<file path="config.mk">
export PLATFORM = sky130hd
export DESIGN_NAME = issue_queue
export DESIGN_NICKNAME = d
export VERILOG_FILES = /design/src/rtl/issue_queue.sv
export SDC_FILE = /design/constraint.sdc
export NUM_CORES = 1
export LEC_CHECK = 0
export ABC_AREA = 1
export CORE_MARGIN = 2
export CORE_UTILIZATION = 40
export CTS_CLUSTER_DIAMETER = 100
export DETAILED_ROUTE_END_ITERATION = 16
export PLACE_DENSITY = 0.66
export SYNTH_ARGS = -nofsm -noshare
export SYNTH_HDL_FRONTEND = slang
export SYNTH_SLANG_ARGS = --single-unit
export TNS_END_PERCENT = 10
</file>
<file path="constraint.sdc">
create_clock -name clk -period 6.3 [get_ports clk]
set_input_delay 1.26 -clock clk [delete_from_list [all_inputs] [get_ports clk]]
set_output_delay 1.26 -clock clk [all_outputs]
set_load 0.01 [all_outputs]
</file>
<file path="src/rtl/issue_queue.sv">
`default_nettype none
// ============================================================================
//  Module   : issue_queue
//  Purpose  : Instruction queue and dispatch stage between fetch and the
//             ROB/RS/LSB. Buffers fetched instructions in a circular FIFO,
//             dispatches the head when the back end has room, and captures
//             source operands from the register file, the CDB channels or
//             the instruction dispatched in the previous cycle.
//  Revision : 1.0 - initial release
// ============================================================================
module issue_queue #(
    parameter int DEPTH   = 4,
    parameter int ROB_W   = 4,
    parameter int NUM_CDB = 2
) (
    input  logic                     clk,
    input  logic                     rst,
    input  logic                     rdy,
    input  logic                     clr,
    // fetch side
    input  logic                     IF_ins_sgn,
    input  logic [31:0]              IF_ins,
    input  logic [31:0]              IF_pc,
    input  logic [31:0]              IF_jump_pc,
    input  logic                     IF_jump_flag,
    output logic                     IF_full,
    // back-end occupancy
    input  logic                     ROB_full,
    input  logic                     RS_full,
    input  logic                     LSB_full,
    input  logic [ROB_W-1:0]         ROB_name,
    // register file lookup
    output logic [4:0]               REG_rs1,
    output logic [4:0]               REG_rs2,
    input  logic                     REG_rs1_rdy,
    input  logic                     REG_rs2_rdy,
    input  logic [31:0]              REG_rs1_val,
    input  logic [31:0]              REG_rs2_val,
    // common data bus
    input  logic [NUM_CDB-1:0]       CDB_sgn,
    input  logic [NUM_CDB*32-1:0]    CDB_result,
    input  logic [NUM_CDB*ROB_W-1:0] CDB_ROB_name,
    // dispatch outputs
    output logic                     DP_sgn,
    output logic [31:0]              DP_ins,
    output logic [31:0]              DP_pc,
    output logic [31:0]              DP_jump_pc,
    output logic                     DP_jump_flag,
    output logic [1:0]               DP_class,
    output logic [31:0]              DP_rs1_val,
    output logic [31:0]              DP_rs2_val,
    output logic                     DP_rs1_rdy,
    output logic                     DP_rs2_rdy,
    output logic [15:0]              DP_illegal_cnt
);

    localparam int                 c_PTR_W = $clog2(DEPTH);
    localparam logic [c_PTR_W:0]   c_FULL  = (c_PTR_W+1)'(DEPTH);

    localparam logic [6:0] c_OP_LUI   = 7'b0110111;
    localparam logic [6:0] c_OP_AUIPC = 7'b0010111;
    localparam logic [6:0] c_OP_JAL   = 7'b1101111;
    localparam logic [6:0] c_OP_JALR  = 7'b1100111;
    localparam logic [6:0] c_OP_BR    = 7'b1100011;
    localparam logic [6:0] c_OP_IMM   = 7'b0010011;
    localparam logic [6:0] c_OP_REG   = 7'b0110011;
    localparam logic [6:0] c_OP_LOAD  = 7'b0000011;
    localparam logic [6:0] c_OP_STORE = 7'b0100011;

    localparam logic [1:0] c_CLS_ROB = 2'd0;
    localparam logic [1:0] c_CLS_RS  = 2'd1;
    localparam logic [1:0] c_CLS_LSB = 2'd2;

    // queue storage
    logic [31:0]        r_ins   [DEPTH];
    logic [31:0]        r_pc    [DEPTH];
    logic [31:0]        r_jpc   [DEPTH];
    logic               r_jflag [DEPTH];
    logic [c_PTR_W-1:0] r_head;
    logic [c_PTR_W-1:0] r_tail;
    logic [c_PTR_W:0]   r_count;

    // record of the previous dispatch for the back-to-back bypass
    logic [4:0]         r_last_rd;
    logic               r_last_writes;
    logic [ROB_W-1:0]   r_last_tag;

    logic [31:0]        w_head_ins;
    logic [1:0]         w_class;
    logic               w_illegal;
    logic               w_writes;
    logic               w_empty;
    logic               w_push;
    logic               w_room;
    logic               w_dispatch;
    logic               w_drop;
    logic               w_pop;
    logic               w_byp_valid;
    logic               w_rs1_rdy;
    logic               w_rs2_rdy;
    logic [31:0]        w_rs1_val;
    logic [31:0]        w_rs2_val;

    assign w_head_ins = r_ins[r_head];
    assign REG_rs1    = w_head_ins[19:15];
    assign REG_rs2    = w_head_ins[24:20];
    assign IF_full    = (r_count == c_FULL);
    assign w_empty    = (r_count == '0);

    // Decode the head opcode into its back-end class or flag it illegal.
    always_comb begin
        w_class   = c_CLS_ROB;
        w_illegal = 1'b0;
        case (w_head_ins[6:0])
            c_OP_LUI, c_OP_AUIPC, c_OP_JAL:          w_class = c_CLS_ROB;
            c_OP_JALR, c_OP_BR, c_OP_IMM, c_OP_REG:  w_class = c_CLS_RS;
            c_OP_LOAD, c_OP_STORE:                   w_class = c_CLS_LSB;
            default:                                 w_illegal = 1'b1;
        endcase
    end

    // Branches and stores are the only legal opcodes without a destination.
    assign w_writes = (w_head_ins[6:0] != c_OP_BR) && (w_head_ins[6:0] != c_OP_STORE);

    // A full queue refuses a push even if the head leaves in the same cycle.
    assign w_push     = rdy && !clr && IF_ins_sgn && (r_count != c_FULL);
    assign w_room     = !ROB_full
                      && ((w_class == c_CLS_ROB) || !RS_full)
                      && ((w_class != c_CLS_LSB) || !LSB_full);
    assign w_dispatch = rdy && !clr && !w_empty && !w_illegal && w_room;
    assign w_drop     = rdy && !clr && !w_empty && w_illegal;
    assign w_pop      = w_dispatch || w_drop;

    assign w_byp_valid = DP_sgn && r_last_writes && (r_last_rd != 5'd0);

    // Resolve one source operand; returns {ready, value}.
    function automatic logic [32:0] f_capture(
        input logic [4:0]               field,
        input logic                     reg_rdy,
        input logic [31:0]              reg_val,
        input logic                     byp_valid,
        input logic [4:0]               byp_rd,
        input logic [ROB_W-1:0]         byp_tag,
        input logic [NUM_CDB-1:0]       cdb_sgn,
        input logic [NUM_CDB*32-1:0]    cdb_res,
        input logic [NUM_CDB*ROB_W-1:0] cdb_name
    );
        logic [32:0] res;
        res = {1'b0, reg_val};
        if (field == 5'd0) begin
            res = {1'b1, 32'd0};
        end else if (byp_valid && (byp_rd == field)) begin
            res = {1'b0, 32'(byp_tag)};
        end else if (reg_rdy) begin
            res = {1'b1, reg_val};
        end else begin
            // scan high to low so the lowest matching channel has the last word
            for (int k = NUM_CDB - 1; k >= 0; k--) begin
                if (cdb_sgn[k] && (cdb_name[k*ROB_W +: ROB_W] == reg_val[ROB_W-1:0])) begin
                    res = {1'b1, cdb_res[k*32 +: 32]};
                end
            end
        end
        return res;
    endfunction

    // Operand capture for both sources of the head instruction.
    always_comb begin
        {w_rs1_rdy, w_rs1_val} = f_capture(w_head_ins[19:15], REG_rs1_rdy, REG_rs1_val,
                                           w_byp_valid, r_last_rd, r_last_tag,
                                           CDB_sgn, CDB_result, CDB_ROB_name);
        {w_rs2_rdy, w_rs2_val} = f_capture(w_head_ins[24:20], REG_rs2_rdy, REG_rs2_val,
                                           w_byp_valid, r_last_rd, r_last_tag,
                                           CDB_sgn, CDB_result, CDB_ROB_name);
    end

    // Write the incoming instruction into the tail slot.
    always_ff @(posedge clk) begin
        if (w_push) begin
            r_ins[r_tail]   <= IF_ins;
            r_pc[r_tail]    <= IF_pc;
            r_jpc[r_tail]   <= IF_jump_pc;
            r_jflag[r_tail] <= IF_jump_flag;
        end
    end

    // Head/tail pointers and occupancy count.
    always_ff @(posedge clk) begin
        if (rst) begin
            r_head  <= '0;
            r_tail  <= '0;
            r_count <= '0;
        end else if (rdy) begin
            if (clr) begin
                r_head  <= '0;
                r_tail  <= '0;
                r_count <= '0;
            end else begin
                if (w_push) r_tail <= r_tail + 1'b1;
                if (w_pop)  r_head <= r_head + 1'b1;
                case ({w_push, w_pop})
                    2'b10:   r_count <= r_count + 1'b1;
                    2'b01:   r_count <= r_count - 1'b1;
                    default: r_count <= r_count;
                endcase
            end
        end
    end

    // Dispatch register, bypass record and illegal-opcode counter.
    always_ff @(posedge clk) begin
        if (rst) begin
            DP_sgn         <= 1'b0;
            DP_ins         <= '0;
            DP_pc          <= '0;
            DP_jump_pc     <= '0;
            DP_jump_flag   <= 1'b0;
            DP_class       <= '0;
            DP_rs1_val     <= '0;
            DP_rs2_val     <= '0;
            DP_rs1_rdy     <= 1'b0;
            DP_rs2_rdy     <= 1'b0;
            DP_illegal_cnt <= '0;
            r_last_rd      <= '0;
            r_last_writes  <= 1'b0;
            r_last_tag     <= '0;
        end else if (rdy) begin
            if (w_dispatch) begin
                DP_sgn        <= 1'b1;
                DP_ins        <= w_head_ins;
                DP_pc         <= r_pc[r_head];
                DP_jump_pc    <= r_jpc[r_head];
                DP_jump_flag  <= r_jflag[r_head];
                DP_class      <= w_class;
                DP_rs1_val    <= w_rs1_val;
                DP_rs2_val    <= w_rs2_val;
                DP_rs1_rdy    <= w_rs1_rdy;
                DP_rs2_rdy    <= w_rs2_rdy;
                r_last_rd     <= w_head_ins[11:7];
                r_last_writes <= w_writes;
                r_last_tag    <= ROB_name;
            end else begin
                DP_sgn        <= 1'b0;
                r_last_rd     <= '0;
                r_last_writes <= 1'b0;
            end
            if (w_drop && (DP_illegal_cnt != 16'hFFFF)) begin
                DP_illegal_cnt <= DP_illegal_cnt + 16'd1;
            end
        end
    end

endmodule
`default_nettype wire

</file>
==> metrics.txt <==
status finished, final reports clean; Port Buffers 441; CP top delay family buffers and inverters; final core utilization 51.9%; post-synth top area share 48.2%; HP Class register to register; commonest non-fill, non-tap cell in the layout clkdlybuf4s50_1; Residual DRC 0; Layout Nets 2998; dominant cell type by area after synthesis edfxtp_1; predominant post-synthesis flop cell edfxtp_1; number of flops mapped to enable cells by yosys 388; Synth area leaders edfxtp_1, dfxtp_1, o21ai_0; total negative slack 0 ns; fill cell count 5282; Chip Height 250 µm; Worst Path Arrival 2.89 ns; max cap viols 0; DP HPWL 47500 µm; placed instance area 29100 µm²; WHS 0.467 ns; data required time at the worst endpoint 5.04 ns; Setup WS post-layout 2.15 ns; sequential-to-total area share from yosys stat 64.9%; Max Clock Freq 0.241 GHz; vias in the first global route 18970; Final ANT Viol Nets 0; reg2reg end r_head[1]; share of layout cells above drive strength 1 6.33%; worst reg2reg setup slack 2.18 ns; die area 62400 µm²; core area 60000 µm²; dpl ws 1.97 ns; CTS tree done; clock tree buffer depth 3; Max-Slew Margin vs Limit 31.6%; Routed WL per cell 20.5 µm; # resized after CTS 0; Hold EP DP_ins[10]; initial core utilization 40.2%; area grow syn2layout 29.1%; DRT iter0 DRCs 1579; first drt pass iteration count 6; final setup fails 0; Layout Skew 0.0398 ns; crit path time final 4.15 ns; first-pass GRT wire length 111000 µm; Unique masters post-synth 44; # IOs 442; HP Start DP_ins[10]; vias 19421; H-tree levels 2; Crit path largest cell delay 0.53 ns; Critical Path End Type output pin; Synthesis Warnings 0; Worst-path clk slew 0.06 ns; largest net degree at the start of global routing 139; Hold Buf Count CTS 0; Worst Path Class, Setup register to output pin; final hold violations 0; Rows 90; Buf/Inv on CP 4; Clock Sinks 589; net count after synthesis 2625; async set-reset flop share out of synthesis 0%; Die Width 250 µm; Worst-Skew Late Latency 0.63 ns; reg2reg path depth 17; final worst-path cycle share 65.8%; gate count of the mapped netlist 2370; Setup Fix Bufs, Post-CTS 0; CTS root buf clkbuf_16; PwrDens 270 nW/µm²; Post-Route WL 73300 µm; leak pwr 11.0 nW; Peak supply drop 0.205 mV; design area 31200 µm²; #FFs+latches synth 589; Least-Margin Pin Slew 1.03 ns; most frequent cells in the layout clkdlybuf4s50_1, nor2_1, edfxtp_1, o21ai_0, nand2_1; syn avg cell area 10.2 µm²; cts bufs inserted 60; CP Max Fanout 34; Cell Chain, Critical Path buf_4 > inv_2 > nand3_1 > nand2_1 > inv_1 > clkdlybuf4s50_1; gpl congestion 0.939; grt ovf 0; Slew Viols, Final 0; Worst setup SP type register; CP max stage cell clkdlybuf4s50_1; worst hold path depth 2; Post-Syn Area 24100 µm²; DR vias/cell 5.42; initial antenna violation count 12; RSZ-0062 raised after global routing false; Overall Global Routing Usage 22.8%
## registers in the layout, indices dropped and copies added, names as in the netlist, named ones only
name,flops
DP_rs1_val,32
DP_rs2_val,32
DP_sgn,1
r_head,2
DP_pc,32
DP_illegal_cnt,16
r_last_writes,1
DP_rs1_rdy,1
r_tail,2
r_jflag,4
r_last_rd,5
DP_rs2_rdy,1
r_count,3
DP_class,2
r_last_tag,4
DP_jump_pc,32
r_jpc,128
DP_ins,32
r_ins,128
DP_jump_flag,1
r_pc,128
## cells in the mapped netlist (3+ instances only)
| cell | number |
|---|---|
| nand3_1 | 51 |
| o21ai_0 | 384 |
| a21oi_1 | 187 |
| inv_2 | 7 |
| clkbuf_1 | 103 |
| ha_1 | 6 |
| clkinv_1 | 3 |
| nor3_1 | 10 |
| buf_2 | 23 |
| nand2_1 | 243 |
| nor2_1 | 407 |
| xor2_1 | 5 |
| buf_6 | 10 |
| buf_1 | 8 |
| edfxtp_1 | 388 |
| clkbuf_2 | 4 |
| o22ai_1 | 88 |
| o21a_1 | 3 |
| a31oi_1 | 8 |
| o21ai_1 | 10 |
| buf_4 | 16 |
| nand4_1 | 4 |
| dfxtp_1 | 201 |
| nor2_4 | 5 |
| nand3_2 | 7 |
| a221o_1 | 5 |
| inv_1 | 95 |
| o211ai_1 | 63 |
| nand2_2 | 9 |
## cell families after synthesis
kind of cell	Yosys count	share of synthesized area, %
xor+xnor	5	0.181
fa+ha+maj	6	0.311
buf+inv	270	4.91
compound gates	755	17.1
simple gates	745	12.6
flops	589	64.9
## tightest hold or removal path, stage by stage, from the launching register on
cell and delay, ns:
dfxtp_1 0.31, nand2_1 0.06, a21oi_1 0.05
## per-layer routing
| layer | vias up | track usage (%) | part of all wire (%) |
|---|---|---|---|
| met4 | 12 | 9.05 | 3.1 |
| met3 | 157 | 6.42 | 8.7 |
| li1 | 9105 | - | - |
| met5 | - | 0 | 0.11 |
| met1 | 9361 | 27.5 | 39 |
| met2 | 786 | 38.4 | 49 |
## worst max path at each step
stage / endpoint / slack [ns] / depth (start not counted)
after global placement: r_count[2] / 2.01 / 14
final: REG_rs1[3] / 2.15 / 6
after floorplan: r_ins[0][0] / -0.02 / 5
after CTS: REG_rs1[3] / 2.10 / 6
after global routing: r_head[1] / 1.77 / 17
after detailed placement: r_count[2] / 1.97 / 14
## cell type report
type / count / area, µm² / share of cell area [%]
flip-flops and latches: 589 / 15700 / 50.3
well taps: 782 / 978 / 3.14
clock inverters: 32 / 355 / 1.14
multi-input cells: 1511 / 7320 / 23.5
repair buffers: 475 / 4730 / 15.2
diodes: 6 / 15.0 / 0.0482
inverters: 106 / 408 / 1.31
clock buffers: 82 / 1670 / 5.37
## report_power, final
group	leakage [nW]	internal, W	switching (W)	total (W)
logic	4.86	0.000270	0.000353	0.000623
clock network	0.995	0.00211	0.00151	0.00362
registers	5.12	0.00415	0.0000193	0.00416
total	11.0	0.00653	0.00188	0.00841
## metrics by stage
| stage | total power [W] | cells |
|---|---|---|
| after global routing | 0.00869 | 3583 |
| after global placement | 0.00485 | 3463 |
| after detailed placement | 0.00487 | 3463 |
| final | 0.00841 | 3583 |
| after floorplan | 0.00455 | 2370 |
| after CTS | 0.00848 | 3577 |
Note: power is estimated with default switching activity, not from simulation.
